[src/rtl/bp_mon_pkg.sv]
// bp_mon_pkg: shared types, default parameters and helpers for the branch-prediction event monitor
// Contents: burst FSM state enum, default parameter constants, saturating increment.
package bp_mon_pkg;
    typedef enum logic [1:0] {
        IDLE       = 2'd0,
        WINDOW_RUN = 2'd1,
        ALARM      = 2'd2
    } bp_burst_state_t;

    localparam int DEF_CNT_W        = 32;
    localparam int DEF_TRACE_DEPTH  = 4;
    localparam int DEF_BURST_THRESH = 3;
    localparam int DEF_WINDOW       = 16;

    // Increment a value of width w (<= 64), holding at all-ones instead of wrapping.
    function automatic logic [63:0] sat_inc(input logic [63:0] v, input int w);
        logic [63:0] m;
        m = (w >= 64) ? '1 : ((64'd1 << w) - 64'd1);
        return (v == m) ? v : v + 64'd1;
    endfunction
endpackage

[src/rtl/bp_event_monitor_if.sv]
// bp_event_monitor_if: debug-port and trace-stream signals between the core side and the monitor
// master: drives enable/clear/debug_*/trace_ready, observes counters and trace outputs.
// slave:  the monitor; samples the debug inputs, drives counters, trace head and flags.
interface bp_event_monitor_if
    import bp_mon_pkg::*;
#(
    parameter int CNT_W = DEF_CNT_W
);
    logic             enable;
    logic             clear;
    logic [31:0]      debug_pc;
    logic             debug_misprediction;
    logic             debug_jump;
    logic [CNT_W-1:0] cycle_count;
    logic [CNT_W-1:0] jump_count;
    logic [CNT_W-1:0] mispredict_count;
    logic             trace_valid;
    logic             trace_ready;
    logic [31:0]      trace_pc;
    logic             trace_overflow;
    logic             burst_alarm;

    modport master (
        output enable, clear, debug_pc, debug_misprediction, debug_jump, trace_ready,
        input  cycle_count, jump_count, mispredict_count, trace_valid, trace_pc,
               trace_overflow, burst_alarm
    );

    modport slave (
        input  enable, clear, debug_pc, debug_misprediction, debug_jump, trace_ready,
        output cycle_count, jump_count, mispredict_count, trace_valid, trace_pc,
               trace_overflow, burst_alarm
    );
endinterface

[src/rtl/bp_trace_fifo.sv]
// bp_trace_fifo: synchronous FIFO with registered storage and a combinational head read
// Ports: i_clock, i_reset (async, high), i_clear (sync), i_push/i_data, i_pop,
//        o_full, o_empty, o_head (entry at the read pointer).
module bp_trace_fifo #(
    parameter int W     = 32,
    parameter int DEPTH = 4
) (
    input  logic         i_clock,
    input  logic         i_reset,
    input  logic         i_clear,
    input  logic         i_push,
    input  logic [W-1:0] i_data,
    input  logic         i_pop,
    output logic         o_full,
    output logic         o_empty,
    output logic [W-1:0] o_head
);
    localparam int AW = $clog2(DEPTH);

    // Extra pointer MSB separates full (MSBs differ) from empty (pointers equal).
    logic [AW:0]  r_wr;
    logic [AW:0]  r_rd;
    logic [W-1:0] r_mem [DEPTH];
    logic         w_do_push;
    logic         w_do_pop;

    assign o_empty   = r_wr == r_rd;
    assign o_full    = (r_wr[AW] != r_rd[AW]) && (r_wr[AW-1:0] == r_rd[AW-1:0]);
    assign o_head    = r_mem[r_rd[AW-1:0]];
    assign w_do_pop  = i_pop && !o_empty;
    // A pop frees the slot this same edge, so a full FIFO can still accept the push.
    assign w_do_push = i_push && (!o_full || w_do_pop);

    always_ff @(posedge i_clock or posedge i_reset) begin
        if (i_reset) begin
            r_wr <= '0;
            r_rd <= '0;
            for (int i = 0; i < DEPTH; i++) r_mem[i] <= '0;
        end else if (i_clear) begin
            r_wr <= '0;
            r_rd <= '0;
        end else begin
            if (w_do_push) begin
                r_mem[r_wr[AW-1:0]] <= i_data;
                r_wr                <= r_wr + 1'b1;
            end
            if (w_do_pop) r_rd <= r_rd + 1'b1;
        end
    end
endmodule

[src/rtl/bp_event_monitor.sv]
// bp_event_monitor: passive observer of the core's branch-prediction debug port
// Ports: clock, reset (async, high), bus (slave modport): enable/clear/debug_* in,
//        saturating cycle/jump/mispredict counters, mispredict-PC trace stream,
//        sticky trace_overflow and burst_alarm out.
module bp_event_monitor
    import bp_mon_pkg::*;
#(
    parameter int CNT_W        = DEF_CNT_W,
    parameter int TRACE_DEPTH  = DEF_TRACE_DEPTH,
    parameter int BURST_THRESH = DEF_BURST_THRESH,
    parameter int WINDOW       = DEF_WINDOW
) (
    input logic              clock,
    input logic              reset,
    bp_event_monitor_if.slave bus
);
    localparam int HW = $clog2(BURST_THRESH + 1);
    localparam int TW = $clog2(WINDOW);

    logic [CNT_W-1:0] r_cyc;
    logic [CNT_W-1:0] r_jmp;
    logic [CNT_W-1:0] r_mis;
    logic             r_ovf;
    bp_burst_state_t  r_state;
    logic [HW-1:0]    r_hits;
    logic [TW-1:0]    r_timer;
    bp_burst_state_t  w_state;
    logic [HW-1:0]    w_hits;
    logic [TW-1:0]    w_timer;
    logic [HW-1:0]    w_hsum;
    logic             w_en;
    logic             w_mis;
    logic             w_jmp;
    logic             w_pop;
    logic             w_full;
    logic             w_empty;

    // Clear outranks events, so a clearing cycle is never an enabled one.
    assign w_en   = bus.enable && !bus.clear;
    assign w_mis  = w_en && bus.debug_misprediction;
    assign w_jmp  = w_en && bus.debug_jump;
    assign w_pop  = !w_empty && bus.trace_ready;
    assign w_hsum = r_hits + HW'(w_mis);

    bp_trace_fifo #(.W(32), .DEPTH(TRACE_DEPTH)) u_fifo (
        .i_clock (clock),
        .i_reset (reset),
        .i_clear (bus.clear),
        .i_push  (w_mis),
        .i_data  (bus.debug_pc),
        .i_pop   (w_pop),
        .o_full  (w_full),
        .o_empty (w_empty),
        .o_head  (bus.trace_pc)
    );

    // A mispredict on the expiring cycle still counts before expiry is taken.
    always_comb begin
        w_state = r_state;
        w_hits  = r_hits;
        w_timer = r_timer;
        if (w_mis && r_state == IDLE) begin
            w_state = WINDOW_RUN;
            w_hits  = HW'(1);
            w_timer = TW'(WINDOW - 1);
        end else if (w_en && r_state == WINDOW_RUN) begin
            if (w_hsum == HW'(BURST_THRESH)) begin
                w_state = ALARM;
            end else if (r_timer == '0) begin
                w_state = IDLE;
                w_hits  = '0;
            end else begin
                w_timer = r_timer - 1'b1;
                w_hits  = w_hsum;
            end
        end
    end

    always_ff @(posedge clock or posedge reset) begin
        if (reset) begin
            r_cyc   <= '0;
            r_jmp   <= '0;
            r_mis   <= '0;
            r_ovf   <= 1'b0;
            r_state <= IDLE;
            r_hits  <= '0;
            r_timer <= '0;
        end else if (bus.clear) begin
            r_cyc   <= '0;
            r_jmp   <= '0;
            r_mis   <= '0;
            r_ovf   <= 1'b0;
            r_state <= IDLE;
            r_hits  <= '0;
            r_timer <= '0;
        end else begin
            if (w_en) r_cyc <= CNT_W'(sat_inc(64'(r_cyc), CNT_W));
            if (w_jmp) r_jmp <= CNT_W'(sat_inc(64'(r_jmp), CNT_W));
            if (w_mis) r_mis <= CNT_W'(sat_inc(64'(r_mis), CNT_W));
            if (w_mis && w_full && !w_pop) r_ovf <= 1'b1;
            r_state <= w_state;
            r_hits  <= w_hits;
            r_timer <= w_timer;
        end
    end

    assign bus.cycle_count      = r_cyc;
    assign bus.jump_count       = r_jmp;
    assign bus.mispredict_count = r_mis;
    assign bus.trace_valid      = !w_empty;
    assign bus.trace_overflow   = r_ovf;
    assign bus.burst_alarm      = r_state == ALARM;
endmodule
[src/flat_wrapper.sv]
// flat-port wrapper written by rule: the top's interface ports become plain ports
module bp_event_monitor_flat import bp_mon_pkg::*;
#(
    parameter int CNT_W        = DEF_CNT_W,
    parameter int TRACE_DEPTH  = DEF_TRACE_DEPTH,
    parameter int BURST_THRESH = DEF_BURST_THRESH,
    parameter int WINDOW       = DEF_WINDOW
)
  (clock, reset, bus_enable, bus_clear, bus_debug_pc, bus_debug_misprediction, bus_debug_jump, bus_trace_ready, bus_cycle_count, bus_jump_count, bus_mispredict_count, bus_trace_valid, bus_trace_pc, bus_trace_overflow, bus_burst_alarm);
  bp_event_monitor_if #(.CNT_W(CNT_W)) bus_i ();
  input logic clock;
  input logic reset;
  input wire logic [$bits(bus_i.enable)-1:0] bus_enable;
  input wire logic [$bits(bus_i.clear)-1:0] bus_clear;
  input wire logic [$bits(bus_i.debug_pc)-1:0] bus_debug_pc;
  input wire logic [$bits(bus_i.debug_misprediction)-1:0] bus_debug_misprediction;
  input wire logic [$bits(bus_i.debug_jump)-1:0] bus_debug_jump;
  input wire logic [$bits(bus_i.trace_ready)-1:0] bus_trace_ready;
  output wire logic [$bits(bus_i.cycle_count)-1:0] bus_cycle_count;
  output wire logic [$bits(bus_i.jump_count)-1:0] bus_jump_count;
  output wire logic [$bits(bus_i.mispredict_count)-1:0] bus_mispredict_count;
  output wire logic [$bits(bus_i.trace_valid)-1:0] bus_trace_valid;
  output wire logic [$bits(bus_i.trace_pc)-1:0] bus_trace_pc;
  output wire logic [$bits(bus_i.trace_overflow)-1:0] bus_trace_overflow;
  output wire logic [$bits(bus_i.burst_alarm)-1:0] bus_burst_alarm;
  assign bus_i.enable = bus_enable;
  assign bus_i.clear = bus_clear;
  assign bus_i.debug_pc = bus_debug_pc;
  assign bus_i.debug_misprediction = bus_debug_misprediction;
  assign bus_i.debug_jump = bus_debug_jump;
  assign bus_i.trace_ready = bus_trace_ready;
  assign bus_cycle_count = bus_i.cycle_count;
  assign bus_jump_count = bus_i.jump_count;
  assign bus_mispredict_count = bus_i.mispredict_count;
  assign bus_trace_valid = bus_i.trace_valid;
  assign bus_trace_pc = bus_i.trace_pc;
  assign bus_trace_overflow = bus_i.trace_overflow;
  assign bus_burst_alarm = bus_i.burst_alarm;
  bp_event_monitor #(.CNT_W(CNT_W), .TRACE_DEPTH(TRACE_DEPTH), .BURST_THRESH(BURST_THRESH), .WINDOW(WINDOW)) u_core (.clock(clock), .reset(reset), .bus(bus_i));
endmodule
[config.mk]
export PLATFORM = sky130hd
export DESIGN_NAME = bp_event_monitor_flat
export DESIGN_NICKNAME = d
export VERILOG_FILES = /design/src/rtl/bp_mon_pkg.sv /design/src/rtl/bp_event_monitor_if.sv /design/src/rtl/bp_trace_fifo.sv /design/src/rtl/bp_event_monitor.sv /design/src/flat_wrapper.sv
export SDC_FILE = /design/constraint.sdc
export NUM_CORES = 1
export LEC_CHECK = 0
export CAP_MARGIN = 20
export CORE_ASPECT_RATIO = 1.1
export CORE_UTILIZATION = 44
export CTS_CLUSTER_DIAMETER = 40
export DETAILED_ROUTE_END_ITERATION = 10
export PLACE_DENSITY = 0.69
export SLEW_MARGIN = 30
export SYNTH_ARGS = -nofsm -noshare
export SYNTH_HDL_FRONTEND = slang
export SYNTH_SLANG_ARGS = --single-unit
[constraint.sdc]
create_clock -name clock -period 9.27 [get_ports clock]
set_clock_uncertainty 0.15 [all_clocks]
set_input_delay 1.854 -clock clock [delete_from_list [all_inputs] [get_ports clock]]
set_output_delay 1.854 -clock clock [all_outputs]
set_load 0.02 [all_outputs]
======== Yosys cells after proc, flatten, opt, wreduce, memory -nomap -nowiden ========
Index checks and enable logic that the tools add are counted.
word-level totals
  flip-flop bits (word level) ............. 239
  bits of input ports ..................... 39
  output and inout bits ................... 131
operators by class
  $add $sub $neg .......................... 7
  $lt $le $gt $ge ......................... 3
  eq/ne operators ......................... 14
  muxes and demuxes ....................... 36
  bitwise logic cells ..................... 3
  reduce and logical (&&, ||, !) cells .... 34
operators by type and width
  operator                                                   number
  two-way mux 32 bit                                         12
  bitwise mux 128 bit                                        1
  adder 32 x 1 -> 32 bit (second input constant)             3
  == test 32 bit (second input constant)                     3
  binary-select mux 32 bit (select 2 bit)                    1
  demux 32 bit (select 2 bit)                                1
  two-way mux 2 bit                                          10
  two-way mux 4 bit                                          5
  logical AND 1 bit                                          12
  two-way mux 3 bit                                          4
  AND reduction 2 bit                                        6
  nonzero test 2 bit                                         6
  adder 3 x 1 -> 3 bit (second input constant)               2
  greater-or-equal comparator 3 bit (second input constant)  2
  != test 2 bit (second input constant)                      3
  != test 3 x 2 -> 1 bit (second input constant)             2
  NOT 2 -> 3 bit                                             2
  == test 2 bit (second input constant)                      2
  logical NOT 1 bit                                          4
  logical NOT 4 bit                                          1
  nonzero test 4 bit                                         1
  subtractor 4 x 1 -> 4 bit (second input constant)          1
  == test 3 bit                                              1
  < comparator 3 x 1 -> 1 bit (second input constant)        1
  other kinds (10)                                           11

======== Longest topological paths before layout ========
Gate-level depths: netlist of run 1.
  word-level depth ........................ 9
  mapped depth ............................ 9
  mapped depth without buffers ............ 8

======== Cells and area by module ========
A second synthesis of run 1 with hierarchy kept.
second synthesis, totals
  cell total of the unflattened synthesis .. 1033
  area total of the unflattened synthesis .. 12488.2 um2
by module, submodules not included
  module            times used  cells an instance  area each (um2)
  bp_trace_fifo     1           365                6461.2
  bp_event_monitor  1           668                6027.0

======== Worst setup path before layout of run 1 ========
No wires, ideal clock.
  path type ............................... input -> register
  from .................................... input bus_enable
  to ...................................... register u_core.r_timer[0]
  library setup time ...................... 0.094 ns
  data arrival time ....................... 3.646 ns
  slack ................................... 5.380 ns
  stages on the path ...................... 9
  cell sequence ........................... clkbuf_1 nand3b_1 inv_1 ha_1 xor2_1 a311oi_1 o21a_1 nor2_1 a211oi_1
between the ends
  word-level cells in the longest chain between the ends .. 6
RTL lines
  item                                     RTL line                 RTL
  start: declaration                       flat_wrapper.sv:13       input wire logic [$bits(bus_i.enable)-1:0] bus_enable;
  logical AND 1 bit (*)                    bp_event_monitor.sv:39   assign w_en = bus.enable && !bus.clear;
  logical AND 1 bit                        bp_event_monitor.sv:40   assign w_mis = w_en && bus.debug_misprediction;
  adder 2 x 1 -> 2 bit                     bp_event_monitor.sv:43   assign w_hsum = r_hits + HW'(w_mis);
  == test 2 bit                            bp_event_monitor.sv:67   if (w_hsum == HW'(BURST_THRESH)) begin
  != test 3 x 2 -> 1 bit (no source line)  -
  AND reduction 3 bit (no source line)     -
  end signal: assignment                   bp_event_monitor.sv:103  r_timer <= w_timer;
  end: declaration                         bp_event_monitor.sv:26   logic [TW-1:0] r_timer;
Mark *: on every way between the ends. The rest lies on a longest branch, timed or not.
A chain may end at the register's enable or synchronous reset.

======== Final worst setup path of run 1 ========
  from .................................... register u_core.u_fifo.r_rd[1]
  to ...................................... output bus_trace_pc[19]
between the ends
  word-level cells in the longest chain between the ends .. 4
RTL lines
  item                                                    RTL line             RTL
  start: declaration                                      bp_trace_fifo.sv:22  logic [AW:0] r_rd;
  start signal: assignment                                bp_trace_fifo.sv:47  if (w_do_pop) r_rd <= r_rd + 1'b1;
  NOT 2 -> 3 bit (implied by the code)                    bp_trace_fifo.sv:29  assign o_head = r_mem[r_rd[AW-1:0]];
  binary-select mux 32 bit (select 2 bit)                 bp_trace_fifo.sv:29
  two-way mux 32 bit (implied by the code) (2 in series)  bp_trace_fifo.sv:29
  end: declaration                                        flat_wrapper.sv:23   output wire logic [$bits(bus_i.trace_pc)-1:0] bus_trace_pc;
No other way between the ends. The select of a mux whose other input is x is not followed.

==> metrics.cfg, run 1 <==
[worst_setup_path]
r2r_slack_ns = 6.01
cp-start-kind = flip-flop
crit_fanout = 19
crit_type = reg -> out
r2r-start = u_core.bus.mispredict_count[0]
required_ns = 7.27
critPathTopFamily = buffers and inverters
cp_num_buf_inv = 2
arrival_ns = 2.82
worstPathCellList = buf_4, mux4_2, clkdlybuf4s50_1
worstRegToRegCells = 6
r2r_end = u_core.bus.mispredict_count[23]
crit_start = u_core.u_fifo.r_rd[1]
cpPeakStageDelay_ns = 0.90
crit_path_end_kind = output port
critical-path-slowest-cell = dfrtp_1

[global_route]
grt_pass1_wl_um = 45050
grt_max_degree = 92
grt.overflow.total = 0
grt_pass1_vias = 8687
track_usage = 0.2042
antenna_found_initial = 0

[placed_design]
dpl.hpwl_um = 18070
gp_congestion = 0.8186
dpl_worst_slack_ns = 4.236
dp.cells = 1497
portBuffers = 169

[floorplan]
die_area_mm2 = 0.02748
fp.dieW_um = 158.1
row_count = 62
io_pins = 170
initial_core_util = 0.4500
core_area_mm2 = 0.02622
die_h_um = 173.7

[detailed_routing]
ant_nets = 0
drt_wl_total_um = 27810
drt_iter0_markers = 597
wl_per_cell_um = 17.84
vias = 9036
drc = 0
drt_pass1_iterations = 4
post_drt_via_cell_ratio = 5.796

[synthesis]
synthCells = 1015
synthXorXnorAreaFrac = 0.01930
synth_top_cell_by_area = dfrtp_1
synth_top_family_by_area = multiplexers
yosys.area_share.simple = 0.1567
synth_seq_cells = 239
netlist_top_cells_area = dfrtp_1 51%, mux2_2 13%, mux4_2 6.1%
ys_seq_area_frac = 0.5069
synthesis.area_mm2 = 0.01180
synth_edf_count = 0
synth-adder-area-share = 0.01060
ys_warn_count = 0
ys_types = 58
async_reset_ff_frac = 1.000
synth_top_flop_cell = dfrtp_1
synth_compound_area_frac = 0.08664
syn_area_per_cell_um2 = 11.62
syn_nets = 1064
synth.area.mux_share = 0.1932
synth_top_area_frac = 0.5069

[sta]
worst-slew-pin-transition_ns = 0.9327
timing.final.ws_setup_ns = 4.447
post-route-period-util = 0.5203
setup_tns_ns = 0
rsz0062_at_grt = no
finalHoldViolations = 0
drv_slew = 0
max_slew_margin = 0.3782
max_freq_ghz = 0.2073
setup_viol = 0
post-route-min-period_ns = 4.823

[worst_hold_path]
worstHoldStart = u_core.bus.trace_overflow
min_path_type = reg -> reg
min_to = u_core.bus.trace_overflow
holdPathStages = 1

[run]
max-cap-violations = 0

[clock_network]
htreeDepth = 2
clkTransAtPathRegs_ns = 0.06
cts_sinks = 239
cts_tree = done
clk_latency_ns = 0.51
ctsHoldBuffers = 0
postCtsSetupBuffers = 0
cts_resized = 0
cts_buffers = 37
cts-root-buf = clkbuf_16
cts_buffer_depth = 3

[layout]
stdcell_count = 1559
fin_util = 0.5765
syn2layout_area_growth_pct = 28.11
drive_gt1_frac = 0.2196
nets = 1233
num_antenna_cells = 0

[pwr]
powerDensity_mw_per_mm2 = 196.4
p_leak_nw = 6.100
finalPower_mw = 2.968
vdd_ir_drop_max_uv = 135.0

[outcome]
status = finished clean

[placed cells by master (no fill, tap or decap), types with 15 or more instances in the layout]
master,instances
mux4_2,32
clkbuf_16,37
dfrtp_1,238
o21ai_0,28
o31ai_1,36
nor2_1,57
clkdlybuf4s50_1,168
a21oi_1,66
inv_1,22
nand2_1,53
nand3_1,33
nor4_1,15
or3_1,25
mux2_2,134
nor3_1,15
nand4_1,34
or4_1,36
xnor2_1,19
[sequential cells by signal, summed over array words and instances (netlist names), 3 cells and up]
| signal | flops |
|---|---|
| u_core.u_fifo.r_mem | 128 |
| u_core.bus.cycle_count | 32 |
| u_core.bus.jump_count | 32 |
| u_core.bus.mispredict_count | 32 |
| u_core.r_timer | 4 |
| u_core.u_fifo.r_rd | 3 |
| u_core.u_fifo.r_wr | 3 |
[stage by stage]
stage / area (um2) / hold WS [ns]
after global routing: 15120 / 0.3565
after CTS: 15100 / 0.3425
after global placement: 13800 / 0.3213
final: 15120 / 0.3415
after floorplan: 11800 / 0.3139
after detailed placement: 13840 / 0.3259
[logic make-up after synthesis]
logic type | count (synthesis)
simple gates | 329
flops | 239
mux | 171
compound gates | 164
buf+inv | 76
xor+xnor | 26
fa+ha+maj | 10
[how the worst max path moves through the flow]
stage	to	slack (ns)	cells past startpoint
5_1_grt	bus_trace_pc[19]	4.34	3
4_1_cts	bus_trace_pc[20]	4.38	3
6_report	bus_trace_pc[19]	4.45	3
3_3_place_gp	u_core.bus.mispredict_count[29]	4.27	6
3_5_place_dp	u_core.bus.mispredict_count[27]	4.24	6
2_1_floorplan	u_core.bus.cycle_count[0]	0.71	1
[synthesized netlist by cell type, drive strengths merged, types with 2 or more instances]
cell and number:
clkbuf 35, and4b 3, or2 8, o41ai 5, or4 42, nand3 33, o21a 2, a211oi 10
o31a 2, and2 5, a41oi 2, nor2 57, o21ai 28, nand2 53, and4 9, o31ai 36
o311ai 3, nand3b 5, nor2b 9, mux4 32, nor4 18, mux2 134, xnor2 19, ha 10
mux2i 5, nor3 15, or3 25, or4b 2, inv 23, nand4 35, a2111oi 3, xor2 7
dfrtp 239, a21oi 66, buf 16, and3 5
[routing by layer]
layer	up-vias	track usage	share of wire
li1	4185	-	-
met1	4539	0.2768	0.44
met2	254	0.3204	0.47
met3	58	0.04050	0.055
met4	0	0.08093	0.032
met5	-	0	0
[worst reg2reg max path, cell delays in order, from the launching register on]
cell and delay, ns:
dfrtp_1 0.46, ha_1 0.23, nand3_1 0.22, nor4_2 0.70, and4_1 0.93, nor3_1 0.16, a211oi_1 0.28
[area by class of cell]
type,count,area (um2)
Fill cell,2227,11100
Tap cell,352,440.4
Multi-Input combinational cell,700,5523
Timing Repair Buffer,182,1819
Clock buffer,46,1020
Clock inverter,16,234.0
Sequential cell,239,5982
Inverter,24,97.59
[power by group]
group	total, mW	internal, mW	switching (mW)	leakage (nW)
logic	0.408	0.219	0.189	2.26
clock network	1.39	0.896	0.494	0.613
registers	1.17	1.13	0.0439	3.22
Power figures use the tool's default switching activity.
==> inputs of run 2 (changes only) <==
Clock period 9.27 ns to 4.59 ns, I/O delays scaled along.
==> run 2 against run 1 <==
  * Hold slack improved by 0.0035 ns
  * Critical endpoint is now bus_trace_pc[20]
  * Cell count is 0.77% higher
  * Clock power rose by 100%
  * Largest power group unchanged
==> metrics.cfg, run 2 (same netlist as run 1, synthesis figures left out) <==
[run]
max-cap-violations = 0  ; unchanged

[pwr]
p_leak_nw = 6.113  ; +0.21%
finalPower_mw = 5.986  ; +100%
powerDensity_mw_per_mm2 = 394.6  ; +100%
vdd_ir_drop_max_uv = 343.5  ; +150%

[worst_setup_path]
crit_path_end_kind = output port
crit_type = reg -> out
required_ns = 3.52  ; -3.75 ns
cp_num_buf_inv = 2  ; unchanged
arrival_ns = 2.64  ; -0.18 ns
cpPeakStageDelay_ns = 0.72  ; -0.18 ns
worstPathCellList = buf_12, mux4_2, clkdlybuf4s50_1
path_depth = 3  ; unchanged
critical-path-slowest-cell = dfrtp_2
crit_fanout = 21  ; +2
cp-start-kind = flip-flop
critPathTopFamily = buffers and inverters
r2r_slack_ns = 1.52  ; -4.49 ns
worstRegToRegCells = 6  ; unchanged

[sta]
worst-slew-pin-transition_ns = 0.9550  ; +0.02232 ns
post-route-period-util = 0.8070
max_slew_margin = 0.3584  ; -0.01978
timing.final.ws_setup_ns = 0.8858  ; -3.561 ns
setup_tns_ns = 0  ; unchanged
max_freq_ghz = 0.2700
post-route-min-period_ns = 3.704
rsz0062_at_grt = no
setup_viol = 0  ; unchanged
finalHoldViolations = 0  ; unchanged
drv_slew = 0  ; unchanged

[layout]
multi_input_area_mm2 = 0.005510  ; -0.23%
largest_register_ffs = 128  ; unchanged
syn2layout_area_growth_pct = 28.58
ff_latch_area_mm2 = 0.005982  ; unchanged
drive_gt1_frac = 0.2248  ; +0.005222
layout_common_cells = 238 x dfrtp_1, 168 x clkdlybuf4s50_1, 134 x mux2_2
fillers = 2221  ; -0.27%
nets = 1240  ; +0.57%
top_register = u_core.u_fifo.r_mem
layout_commonest_cell = dfrtp_1
num_antenna_cells = 0  ; unchanged
design_area_mm2 = 0.01517  ; +0.36%

[detailed_routing]
drt_wl_total_um = 27980  ; +0.60%
post_drt_via_cell_ratio = 5.740  ; -0.96%
vias = 9018  ; -0.20%
drc = 0  ; unchanged
drt_pass1_iterations = 5  ; +1
ant_nets = 0  ; unchanged
wl_per_cell_um = 17.81  ; -0.16%
drt_iter0_markers = 542  ; -9.2%

[placed_design]
gp_congestion = 0.8365  ; +2.2%
dpl_worst_slack_ns = 0.8044  ; -3.432 ns
dpl.hpwl_um = 18170  ; +0.54%
place_area_mm2 = 0.01391  ; +0.47%
portBuffers = 169  ; unchanged

[global_route]
track_usage = 0.2076  ; +0.003476
grt.overflow.total = 0  ; unchanged
grt_max_degree = 144  ; +57%
grt_pass1_wl_um = 46000  ; +2.1%
grt_pass1_vias = 8874  ; +2.2%
antenna_found_initial = 1  ; +1

[worst_hold_path]
holdPathStages = 1  ; unchanged
min_path_type = reg -> reg

[outcome]
status = finished clean

[floorplan]
core_area_mm2 = 0.02622  ; unchanged
die_area_mm2 = 0.02748  ; unchanged
fp.dieW_um = 158.1  ; unchanged
initial_core_util = 0.4500  ; unchanged
io_pins = 170  ; unchanged
die_h_um = 173.7  ; unchanged
row_count = 62  ; unchanged

[clock_network]
cts-root-buf = clkbuf_16
clkTransAtPathRegs_ns = 0.05  ; about the same
htreeDepth = 2  ; unchanged
postCtsSetupBuffers = 0  ; unchanged
cts_buffer_depth = 3  ; unchanged
cts_buffers = 38  ; +2.7%
clk_latency_ns = 0.52  ; about the same
cts_resized = 0  ; unchanged
ctsHoldBuffers = 0  ; unchanged
cts_tree = done
cts_sinks = 239  ; unchanged

## run 2: per-layer routing
layer	part of all wire	up-vias	GRT usage	wire length (um)
met5	0.00046	-	0	13
met4	0.024	2	0.06090	684
met3	0.068	52	0.05800	1893
met2	0.47	224	0.3308	13260
met1	0.43	4524	0.2748	12130
li1	-	4216	-	-
## run 2: worst reg2reg max path: stages, from the launching register on
cell,delay (ns)
dfrtp_1,0.47
ha_1,0.24
nand3_1,0.21
or4_1,0.64
nor3_1,0.76
nor4b_1,0.17
mux2_2,0.31
## run 2: cell type report
class | instances | share of cell area
repair buffers | 188 | 0.1240
inverters | 24 | 0.006186
well taps | 352 | 0.02903
flip-flops and latches | 239 | 0.3943
multi-input cells | 700 | 0.3632
clock inverters | 22 | 0.01592
clock buffers | 46 | 0.06730
## run 2: path summary, 6_finish.rpt
| path | start | end |
|---|---|---|
| max | u_core.u_fifo.r_rd[0] | bus_trace_pc[20] |
| min | u_core.bus.trace_overflow | u_core.bus.trace_overflow |
| max reg2reg | u_core.bus.mispredict_count[0] | u_core.bus.mispredict_count[15] |
| min reg2reg | u_core.bus.trace_overflow | u_core.bus.trace_overflow |
| max in group asynchronous | reset | u_core.u_fifo.r_mem[121] |
| min in group asynchronous | reset | u_core.bus.mispredict_count[15] |
## run 2: where the power goes
| part | internal [mW] | total (mW) | leakage, nW | switching (mW) |
|---|---|---|---|---|
| Combinational | 0.444 | 0.815 | 2.29 | 0.371 |
| Sequential | 2.28 | 2.37 | 3.22 | 0.0967 |
| Clock | 1.77 | 2.80 | 0.602 | 1.03 |
## run 2: through the flow
step                instances  hold WS, ns    util
global placement         1503       0.3231  0.5302
CTS                      1571       0.3488  0.5786
detailed placement       1503       0.3368  0.5304
finish                   1571       0.3450  0.5786
floorplan                1015       0.3139       -
global route             1571       0.3580  0.5786
==> inputs of run 3 (changes only) <==
Clock period 4.59 ns to 3.8 ns, I/O delays scaled along.
==> run 3 against run 2 <==
  * Register-to-register slack got worse by 0.61 ns
  * Sequential power rose by 21%
  * Sequential share of layout area rose by 0.25 points
  * Cell area decreased by 0.63%
  * Utilization shrank 0.36 points
  * Non-clock buffer count grew 7
  * Cell count about the same
  * First-iteration DRC count down 5.0%
  * Combinational power grew 22%
  * Flip-flop and latch count stayed put
  * Highest routed layer is now met4
==> metrics.cfg, run 3 (same netlist as run 1, synthesis figures left out) <==
[clock_network]
cts_tree = done
cts_sinks = 239  ; unchanged
postCtsSetupBuffers = 0  ; unchanged
cts_resized = 0  ; unchanged
cts-root-buf = clkbuf_16
cts_buffer_depth = 3  ; unchanged
clk_latency_ns = 0.50  ; -0.02 ns
ctsHoldBuffers = 0  ; unchanged
htreeDepth = 2  ; unchanged
clkTransAtPathRegs_ns = 0.05  ; about the same
cts_buffers = 36  ; -5.3%

[worst_hold_path]
worstHoldStart = u_core.bus.trace_overflow
min_to = u_core.bus.trace_overflow
holdPathStages = 1  ; unchanged
min_path_type = reg -> reg

[worst_setup_path]
arrival_ns = 2.41  ; -0.23 ns
r2r-start = u_core.bus.mispredict_count[0]
required_ns = 2.89  ; -0.63 ns
r2r_end = u_core.bus.mispredict_count[31]
crit_type = reg -> out
cp-start-kind = flip-flop
crit_fanout = 22  ; +4.8%
r2r_slack_ns = 0.91  ; -0.61 ns
crit_start = u_core.u_fifo.r_rd[0]
worstRegToRegCells = 6  ; unchanged
crit_path_end_kind = output port

[global_route]
grt_pass1_vias = 8892  ; +0.20%
grt.overflow.total = 0  ; unchanged
grt_max_degree = 105  ; -27%
antenna_found_initial = 0  ; -1
track_usage = 0.2102  ; +0.002587
grt_pass1_wl_um = 46610  ; +1.3%

[pwr]
seqPwrFrac = 0.409  ; +0.013
vdd_ir_drop_max_uv = 410.4  ; +19%
comb_power_share = 0.143  ; +0.007
switching_share = 0.2483  ; -0.001578
powerDensity_mw_per_mm2 = 463.6  ; +17%
pwr-share-clk = 0.449  ; -0.019
power.internal_mw = 5.253  ; +17%
switchingPower_mw = 1.735  ; +16%
p_leak_nw = 6.096  ; -0.28%

[detailed_routing]
drt_wl_total_um = 28340  ; +1.3%
drt_iter0_markers = 515  ; -5.0%
post_drt_via_cell_ratio = 5.787  ; +0.82%
drc = 0  ; unchanged
ant_nets = 0  ; unchanged
drt_pass1_iterations = 5  ; unchanged
wl_per_cell_um = 18.05  ; +1.3%
vias = 9086  ; +0.75%

[sta]
setup_tns_ns = 0  ; unchanged
worst-slew-pin-transition_ns = 0.9041  ; -0.05087 ns
drv_slew = 0  ; unchanged
post-route-min-period_ns = 3.322
post-route-period-util = 0.8742
rsz0062_at_grt = no
finalHoldViolations = 0  ; unchanged
max_freq_ghz = 0.3010
setup_viol = 0  ; unchanged
timing.final.ws_setup_ns = 0.4781  ; -0.4077 ns
max_slew_margin = 0.3972  ; +0.03881

[floorplan]
row_count = 62  ; unchanged
die_area_mm2 = 0.02748  ; unchanged
core_area_mm2 = 0.02622  ; unchanged
fp.dieW_um = 158.1  ; unchanged
initial_core_util = 0.4500  ; unchanged
io_pins = 170  ; unchanged
die_h_um = 173.7  ; unchanged

[layout]
layout_commonest_cell = dfrtp_1
num_antenna_cells = 0  ; unchanged
drive_gt1_frac = 0.2250  ; about the same
layout_common_cells = 238 x dfrtp_1, 168 x clkdlybuf4s50_1, 134 x mux2_2
syn2layout_area_growth_pct = 27.77
largest_register_ffs = 128  ; unchanged
top_register = u_core.u_fifo.r_mem
nets = 1245  ; +0.40%

[outcome]
status = finished clean

[placed_design]
portBuffers = 169  ; unchanged
gp_congestion = 0.8319  ; -0.55%
dpl_worst_slack_ns = 0.4197  ; -0.3846 ns
dpl.hpwl_um = 18720  ; +3.0%

[run]
max-cap-violations = 0  ; unchanged

[run 3: cell type report]
cell class,instances,area [um2]
clock buffers,43,978.4
clock inverters,17,162.7
fillers,2259,11140
inverters,24,93.84
multi-input cells,700,5509
flip-flops and latches,239,5982
well taps,352,440.4
repair buffers,195,1909
[run 3: routing by layer]
layer,GRT usage,vias up,part of all wire
met2,0.3421,251,0.49
met4,0.05769,0,0.020
met5,0,-,0
met3,0.05250,41,0.066
li1,-,4206,-
met1,0.2774,4588,0.43
[run 3: worst max path at each step]
stage	to	slack (ns)	cells after the start
after CTS	bus_trace_pc[26]	0.43	3
after floorplan	u_core.bus.cycle_count[0]	-0.24	1
after global placement	u_core.bus.mispredict_count[29]	0.47	7
final	bus_trace_pc[26]	0.48	3
after detailed placement	u_core.bus.cycle_count[31]	0.42	6
after global routing	bus_trace_pc[26]	0.36	3
[run 3: per-stage QoR]
step           total power [mW]  utilization  instances  cell area [um2]  hold WS [ns]
2_1_floorplan             3.493            -       1015            11800        0.3139
3_3_place_gp              3.873       0.5313       1510            13930        0.3229
3_5_place_dp              3.900       0.5314       1510            13930        0.3289
4_1_cts                   7.069       0.5750       1570            15080        0.3411
5_1_grt                   7.268       0.5750       1570            15080        0.3601
6_report                  6.989       0.5750       1570            15080        0.3334
[run 3: power groups by stage]
stage               Sequential (mW)  Clock, mW  Combinational, mW
floorplan                      2.86          0              0.631
global placement               2.88          0              0.988
detailed placement             2.90          0               1.01
CTS                            2.85       3.20               1.01
global route                   2.88       3.31               1.07
finish                         2.86       3.13              0.997
[run 3: critical path, stage by stage, from the launching register on]
cell             delay [ns]
dfrtp_2                0.35
buf_4                  0.39
mux4_2                 0.57
clkdlybuf4s50_1        0.60
